==> src/rtl/conv_encoder_k3_pkg.sv <==
// Shared constants, types and helpers for the K=3 rate-1/2 convolutional encoder.
// Also carries the trellis constants the Viterbi decoder's branch-metric unit relies on.
package conv_encoder_k3_pkg;

  localparam int unsigned K          = 3;
  localparam int unsigned TAIL_LEN   = K - 1;
  localparam int unsigned SR_W       = K - 1;
  localparam int unsigned SYM_W      = 2;
  localparam int unsigned TAIL_CNT_W = $clog2(TAIL_LEN);

  // Generator taps ordered {current bit, sr[1], sr[0]}: octal 7 and octal 5.
  localparam logic [K-1:0] G0_DEFAULT = 3'b111;
  localparam logic [K-1:0] G1_DEFAULT = 3'b101;

  // Symbol bit positions, shared with the decoder's branch-metric and select paths.
  localparam int unsigned SYM_G0_BIT = 1;
  localparam int unsigned SYM_G1_BIT = 0;

  typedef enum logic {
    ST_RUN  = 1'b0,
    ST_TAIL = 1'b1
  } enc_state_t;

  typedef struct packed {
    logic [SYM_W-1:0] sym;
    logic             last;
    logic             tail;
  } sym_beat_t;

  // Expected code symbol for input bit b against shift-register contents sr.
  function automatic logic [SYM_W-1:0] branch_sym(input logic         b,
                                                  input logic [SR_W-1:0] sr,
                                                  input logic [K-1:0]    g0,
                                                  input logic [K-1:0]    g1);
    logic [SYM_W-1:0] s;
    s             = '0;
    s[SYM_G0_BIT] = ^(g0 & {b, sr});
    s[SYM_G1_BIT] = ^(g1 & {b, sr});
    return s;
  endfunction

endpackage

==> src/rtl/conv_encoder_k3_if.sv <==
// Information-bit input stream and code-symbol output stream of the K=3 encoder.
// slave is the encoder's view; master is the upstream/downstream environment's view.
interface conv_encoder_k3_if import conv_encoder_k3_pkg::*; ();

  logic             in_valid;
  logic             in_ready;
  logic             in_bit;
  logic             in_last;
  logic             out_valid;
  logic             out_ready;
  logic [SYM_W-1:0] out_sym;
  logic             out_last;
  logic             out_tail;
  logic             busy;

  modport slave (
    input  in_valid, in_bit, in_last, out_ready,
    output in_ready, out_valid, out_sym, out_last, out_tail, busy
  );

  modport master (
    output in_valid, in_bit, in_last, out_ready,
    input  in_ready, out_valid, out_sym, out_last, out_tail, busy
  );

endinterface

==> src/rtl/conv_branch_sym.sv <==
// Combinational branch-symbol generator: {b, sr} -> {g0, g1}.
// Reusable by the decoder for expected-symbol generation on each trellis branch.
module conv_branch_sym
  import conv_encoder_k3_pkg::*;
#(
  parameter logic [K-1:0] G0 = G0_DEFAULT,
  parameter logic [K-1:0] G1 = G1_DEFAULT
) (
  input  logic            b,
  input  logic [SR_W-1:0] sr,
  output logic [SYM_W-1:0] sym_c
);

  always_comb begin
    sym_c = branch_sym(b, sr, G0, G1);
  end

endmodule

==> src/rtl/conv_encoder_k3.sv <==
// Rate-1/2, K=3 convolutional encoder with a single registered output slot.
// Optional zero-tail frame termination when CONV_ENC_TAIL_EN is defined.
module conv_encoder_k3
  import conv_encoder_k3_pkg::*;
#(
  parameter logic [K-1:0] G0 = G0_DEFAULT,
  parameter logic [K-1:0] G1 = G1_DEFAULT
) (
  input  logic              clk,
  input  logic              rst,
  conv_encoder_k3_if.slave  bus
);

  logic             valid_q, valid_d;
  sym_beat_t        beat_q, beat_d;
  logic [SR_W-1:0]  sr_q, sr_d;
  logic             slot_free;
  logic             in_ready_c;
  logic             enc_bit;
  logic [SYM_W-1:0] enc_sym;

`ifdef CONV_ENC_TAIL_EN
  enc_state_t              state_q, state_d;
  logic [TAIL_CNT_W-1:0]   cnt_q, cnt_d;
  logic                    tail_done;

  assign tail_done = (cnt_q == TAIL_CNT_W'(TAIL_LEN - 1));
  // Tail bits are always zero; the information bit only feeds the encoder in RUN.
  assign enc_bit   = (state_q == ST_TAIL) ? 1'b0 : bus.in_bit;
`else
  assign enc_bit   = bus.in_bit;
`endif

  assign slot_free = !valid_q || bus.out_ready;

  conv_branch_sym #(
    .G0 (G0),
    .G1 (G1)
  ) u_branch_sym (
    .b     (enc_bit),
    .sr    (sr_q),
    .sym_c (enc_sym)
  );

  // State, shift register and output slot.
  always_ff @(posedge clk) begin
    if (rst) begin
      valid_q <= 1'b0;
      beat_q  <= '0;
      sr_q    <= '0;
`ifdef CONV_ENC_TAIL_EN
      state_q <= ST_RUN;
      cnt_q   <= '0;
`endif
    end else begin
      valid_q <= valid_d;
      beat_q  <= beat_d;
      sr_q    <= sr_d;
`ifdef CONV_ENC_TAIL_EN
      state_q <= state_d;
      cnt_q   <= cnt_d;
`endif
    end
  end

  // Next-state, slot load/drain and input acceptance.
  always_comb begin
    valid_d    = valid_q;
    beat_d     = beat_q;
    sr_d       = sr_q;
    in_ready_c = 1'b0;
`ifdef CONV_ENC_TAIL_EN
    state_d    = state_q;
    cnt_d      = cnt_q;
`endif

    // A drain clears the slot unless a load below refills it in the same cycle.
    if (valid_q && bus.out_ready) begin
      valid_d = 1'b0;
    end

`ifdef CONV_ENC_TAIL_EN
    case (state_q)
      ST_RUN: begin
        in_ready_c = slot_free;
        if (bus.in_valid && slot_free) begin
          valid_d = 1'b1;
          beat_d  = '{sym: enc_sym, last: 1'b0, tail: 1'b0};
          sr_d    = {bus.in_bit, sr_q[SR_W-1:1]};
          if (bus.in_last) begin
            state_d = ST_TAIL;
            cnt_d   = '0;
          end
        end
      end
      ST_TAIL: begin
        if (slot_free) begin
          valid_d = 1'b1;
          beat_d  = '{sym: enc_sym, last: tail_done, tail: 1'b1};
          sr_d    = {1'b0, sr_q[SR_W-1:1]};
          if (tail_done) begin
            state_d = ST_RUN;
            cnt_d   = '0;
          end else begin
            cnt_d = cnt_q + TAIL_CNT_W'(1);
          end
        end
      end
      default: begin
        state_d = ST_RUN;
      end
    endcase
`else
    in_ready_c = slot_free;
    if (bus.in_valid && slot_free) begin
      valid_d = 1'b1;
      beat_d  = '{sym: enc_sym, last: bus.in_last, tail: 1'b0};
      // Truncated trellis: the next frame starts from state 00.
      sr_d    = bus.in_last ? '0 : {bus.in_bit, sr_q[SR_W-1:1]};
    end
`endif
  end

  assign bus.in_ready  = in_ready_c;
  assign bus.out_valid = valid_q;
  assign bus.out_sym   = beat_q.sym;
  assign bus.out_last  = beat_q.last;
  assign bus.out_tail  = beat_q.tail;
`ifdef CONV_ENC_TAIL_EN
  assign bus.busy      = valid_q || (state_q == ST_TAIL);
`else
  assign bus.busy      = valid_q;
`endif

endmodule
==> src/flat_wrapper.sv <==
// flat-port wrapper written by rule: the top's interface ports become plain ports
module conv_encoder_k3_flat import conv_encoder_k3_pkg::*;
#(
  parameter logic [K-1:0] G0 = G0_DEFAULT,
  parameter logic [K-1:0] G1 = G1_DEFAULT
)
  (clk, rst, bus_in_valid, bus_in_bit, bus_in_last, bus_out_ready, bus_in_ready, bus_out_valid, bus_out_sym, bus_out_last, bus_out_tail, bus_busy);
  conv_encoder_k3_if bus_i ();
  input  logic clk;
  input  logic rst;
  input wire logic [$bits(bus_i.in_valid)-1:0] bus_in_valid;
  input wire logic [$bits(bus_i.in_bit)-1:0] bus_in_bit;
  input wire logic [$bits(bus_i.in_last)-1:0] bus_in_last;
  input wire logic [$bits(bus_i.out_ready)-1:0] bus_out_ready;
  output wire logic [$bits(bus_i.in_ready)-1:0] bus_in_ready;
  output wire logic [$bits(bus_i.out_valid)-1:0] bus_out_valid;
  output wire logic [$bits(bus_i.out_sym)-1:0] bus_out_sym;
  output wire logic [$bits(bus_i.out_last)-1:0] bus_out_last;
  output wire logic [$bits(bus_i.out_tail)-1:0] bus_out_tail;
  output wire logic [$bits(bus_i.busy)-1:0] bus_busy;
  assign bus_i.in_valid = bus_in_valid;
  assign bus_i.in_bit = bus_in_bit;
  assign bus_i.in_last = bus_in_last;
  assign bus_i.out_ready = bus_out_ready;
  assign bus_in_ready = bus_i.in_ready;
  assign bus_out_valid = bus_i.out_valid;
  assign bus_out_sym = bus_i.out_sym;
  assign bus_out_last = bus_i.out_last;
  assign bus_out_tail = bus_i.out_tail;
  assign bus_busy = bus_i.busy;
  conv_encoder_k3 #(.G0(G0), .G1(G1)) u_core (.clk(clk), .rst(rst), .bus(bus_i));
endmodule
==> config.mk <==
export PLATFORM = sky130hd
export DESIGN_NAME = conv_encoder_k3_flat
export DESIGN_NICKNAME = d
export VERILOG_FILES = /design/src/rtl/conv_encoder_k3_pkg.sv /design/src/rtl/conv_encoder_k3_if.sv /design/src/rtl/conv_branch_sym.sv /design/src/rtl/conv_encoder_k3.sv /design/src/flat_wrapper.sv
export SDC_FILE = /design/constraint.sdc
export NUM_CORES = 1
export LEC_CHECK = 0
export CAP_MARGIN = 20
export CORE_AREA = 3 3 40 42
export CTS_CLUSTER_SIZE = 12
export DETAILED_ROUTE_END_ITERATION = 6
export DIE_AREA = 0 0 43 45
export PLACE_DENSITY = 0.51
export SLEW_MARGIN = 20
export SYNTH_ARGS = -nofsm -noshare
export SYNTH_HDL_FRONTEND = slang
export SYNTH_HIERARCHICAL = 1
export SYNTH_SLANG_ARGS = --single-unit
==> constraint.sdc <==
create_clock -name clk -period 2.6 [get_ports clk]
set_input_delay 0.39 -clock clk [delete_from_list [all_inputs] [get_ports clk]]
set_output_delay 0.39 -clock clk [all_outputs]
set_load 0.005 [all_outputs]
# Word level (Yosys, flattened, before mapping)
# Index checks and enable logic that the tools add are counted.
classes:
  n_reduce_logical: 7
  mux: 3
ops:
  columns: ["op", "n"]
  rows:
  - ["3-bit XOR reduction", 2]
  - ["1-bit logical AND", 2]
  - ["1-bit two-way mux", 2]
  - ["2-bit two-way mux", 1]
  - ["2-bit nonzero test", 1]
  - ["1-bit logical NOT", 1]
  - ["1-bit logical OR", 1]
word_totals:
  ff_bits: 6
  input_bits: 6
  output_inout_bits: 7

# Longest topological paths before layout
depth:
  depth_word: 4
  ltp_mapped: 4
  ltp_nobuf: 3

# Modules after synthesis
# The synthesis kept the hierarchy.
modules_own_cells:
  columns: ["module", "cells_each", "instances", "area_per_inst_um2"]
  rows:
  - ["conv_encoder_k3", 32, 1, 289.0]
  - ["conv_branch_sym", 2, 1, 32.5]

# Worst setup path before layout
# OpenSTA, ideal clock, no wires.
synth_path:
  path_type: "input to output"
  from: "input bus_out_ready"
  to: "output bus_in_ready"
  arrival_ps: 637
  path_slack_ps: 1573
  stages: 2
  cell_sequence: "nand2b_4 -> buf_6"
synth_via:
  elab_chain_len: 1
synth_lines:
  columns: ["item", "line", "text"]
  rows:
  - ["start, declared", "flat_wrapper.sv:14", "input wire logic [$bits(bus_i.out_ready)-1:0] bus_out_ready;"]
  - ["1-bit logical OR", "conv_encoder_k3.sv:34", "assign slot_free = !valid_q || bus.out_ready;"]
  - ["end, declared", "flat_wrapper.sv:15", "output wire logic [$bits(bus_i.in_ready)-1:0] bus_in_ready;"]
# Every way passes these cells.

# Final worst setup path
# Ends and elaborated chain as after synthesis.

==> results.ini <==
[run_status]
status = finished, final reports clean

[logic_synthesis]
synthAdderAreaFrac_pct = 0
synth_mux_area_share_pct = 0
syn_avg_cell_area_um2 = 9.46
synth_top_family_by_area = simple AND/OR/NAND/NOR gates
yosys_register_bits = 6
syn_area_um2 = 322
ys_types = 18
synth-xor-area-share_pct = 10.1
syn-num-nets = 40
syn_inst = 34
yosys_warnings = 6
synth_compound_area_share_pct = 18.7
yosysSeqAreaShare_pct = 37.4
synth-simple-area-share_pct = 21.8

[min_path]
min_path_type = reg2reg
hp-start = u_core/sr_q[1]
hold_path_depth = 2
holdPathEnd = u_core/sr_q[1]

[detailed_routing]
wirelength_um = 637
route.detailed.drc = 0
ant_nets = 0
firstDrtPassIters = 4
via_count = 258
drtIter0Drc = 8
routed_via_density = 4.37
wl_per_cell_um = 10.8

[cells_and_area]
postLayoutCoreUtil_pct = 34.4
drive_gt1_share_pct = 9.09
nNetsFinal = 52
fillers = 137
antenna_cells = 0
layout-area-overhead-vs-synth_pct = 37.4

[grt]
grt_use_met3_pct = 3.19
grt_overflow = 0
grt_pass1_wl_mm = 1.01
track_usage_pct = 7.70
antenna_found_initial = 0
grt_max_degree = 12
top_usage_layer = met2
grtUsageMet1_pct = 8.56
first_global_vias = 265
gr-usage-met2_pct = 10.2

[clocking]
cts_resized = 0
cts_sinks = 6
cts-htree-levels = 1
cts_setup_buffers = 0
clk-insertion-delay-late_ns = 0.25
clkTransAtPathRegs_ns = 0.05
cts_hold_buf = 0
cts_buffers = 3
cts_buffer_depth = 2
cts_tree = yes
ctsRootBufferMaster = clkbuf_4

[worst_setup_path]
r2r_slack_ns = 1.59
reg2reg_from = u_core/sr_q[1]
cp-start-kind = input port
critPathCaptureType = output port
worst-endpoint-arrival_ns = 1.54
cp.required_ns = 2.21
critPathKind = in2out
reg2reg_depth = 3
r2r-end = u_core/bus.out_sym[1]
worstPathMaxFanout = 11

[place]
place_congestion = 0.785
portBuffers = 11
pre_cts_ws_ns = 0.677

[floorplanning]
core_mm2 = 0.00128
ioPinCount = 13
die_y_um = 45
rows = 13
dieWidth_um = 43
dieArea_mm2 = 0.00194
initial_core_util_pct = 25.0

[power]
powerDensity_mw_per_mm2 = 515
p_leak_nw = 0.172
fin_total_pwr_mw = 0.228
ir_worst_vdd_mv = 0.172

[timing]
postLayoutSetupSlackWorst_ns = 0.675
skew_ns = 0.00488
drv_slew = 0
fin_crit_ns = 1.93
period_share_pct = 74.0
fin_setup_tns_ns = 0
rsz0062_at_grt = false
final-hold-violation-count = 0
finalSetupViolCount = 0
clock.fmax_mhz = 519

[run]
max_cap_viol_count = 0

==> metal layers <==
metal | part of all wire, % | vias up
met5 | 0 | -
met4 | 2.2 | 0
met3 | 8.6 | 2
met2 | 40 | 14
met1 | 49 | 109
li1 | - | 133
==> flip-flops by register name, indices dropped and copies added, names as in the netlist <==
name                 count
u_core/bus.out_sym       2
u_core/sr_q              2
u_core/bus.busy          1
u_core/bus.out_last      1
==> cell families (layout without fill, tap and decap cells) <==
kind of cell              Yosys count  after routing
buffers and inverters               5             15
DFF                                 6              6
AOI/OAI and AO/OA                   9              9
xor gates and xnor gates            2              2
other                               1              1
and+or+nand+nor                    11             11
==> through the flow <==
stage | instances | area, um^2 | hold WS, ns
floorplan | 34 | 322 | 0.450
global placement | 56 | 419 | 0.469
detailed placement | 56 | 419 | 0.478
CTS | 59 | 442 | 0.487
global route | 59 | 442 | 0.519
finish | 59 | 442 | 0.482
==> worst max-delay path, cell delays in order <==
cell and delay (ns):
clkdlybuf4s50_1 0.45, nand2b_4 0.17, clkdlybuf4s50_1 0.52
==> final cells by class <==
| class | count | area [um^2] | area share [%] |
|---|---|---|---|
| Sequential cell | 6 | 120 | 27.2 |
| Clock buffer | 3 | 22.5 | 5.10 |
| Tap cell | 15 | 18.8 | 4.25 |
| Inverter | 1 | 3.75 | 0.850 |
| Timing Repair Buffer | 11 | 110 | 24.9 |
| Multi-Input combinational cell | 23 | 166 | 37.7 |
==> cell usage in the layout, fill, tap and decap left out <==
cell / count
xor3_1: 1
clkbuf_4: 3
a21oi_1: 4
nor2_1: 1
nand4_1: 1
and2_1: 1
inv_1: 1
o21ai_1: 2
a21bo_1: 3
clkdlybuf4s50_1: 11
conb_1: 1
nand2b_4: 1
nand3_1: 4
nor3b_1: 1
xor2_1: 1
nand2b_1: 2
dfxtp_1: 6
==> cells in the mapped netlist <==
cell type	n	share of area (%)
xor2_1	1	2.7
a21bo_1	3	9.3
nand4_1	1	1.9
a21oi_1	4	6.2
nand2b_4	1	4.3
nand2b_1	2	3.9
buf_6	1	3.5
xor3_1	1	7.4
nor3b_1	1	2.3
buf_4	2	4.7
buf_2	1	1.6
inv_1	1	1.2
dfxtp_1	6	37
nand3_1	4	6.2
nor2_1	1	1.2
and2_1	1	1.9
conb_1	1	1.2
o21ai_1	2	3.1
==> worst max path at each step <==
stage	startpoint	to	slack [ns]
floorplan	bus_out_ready	bus_in_ready	1.57
global placement	bus_out_ready	bus_in_ready	0.68
detailed placement	bus_out_ready	bus_in_ready	0.68
CTS	bus_out_ready	bus_in_ready	0.67
global route	bus_out_ready	bus_in_ready	0.63
finish	bus_out_ready	bus_in_ready	0.67
==> power by group <==
group / internal [mW] / switching [mW]
sequential: 0.0971 / 0.00330
combinational: 0.0253 / 0.0143
clock: 0.0523 / 0.0353
Power figures use the tool's default switching activity.
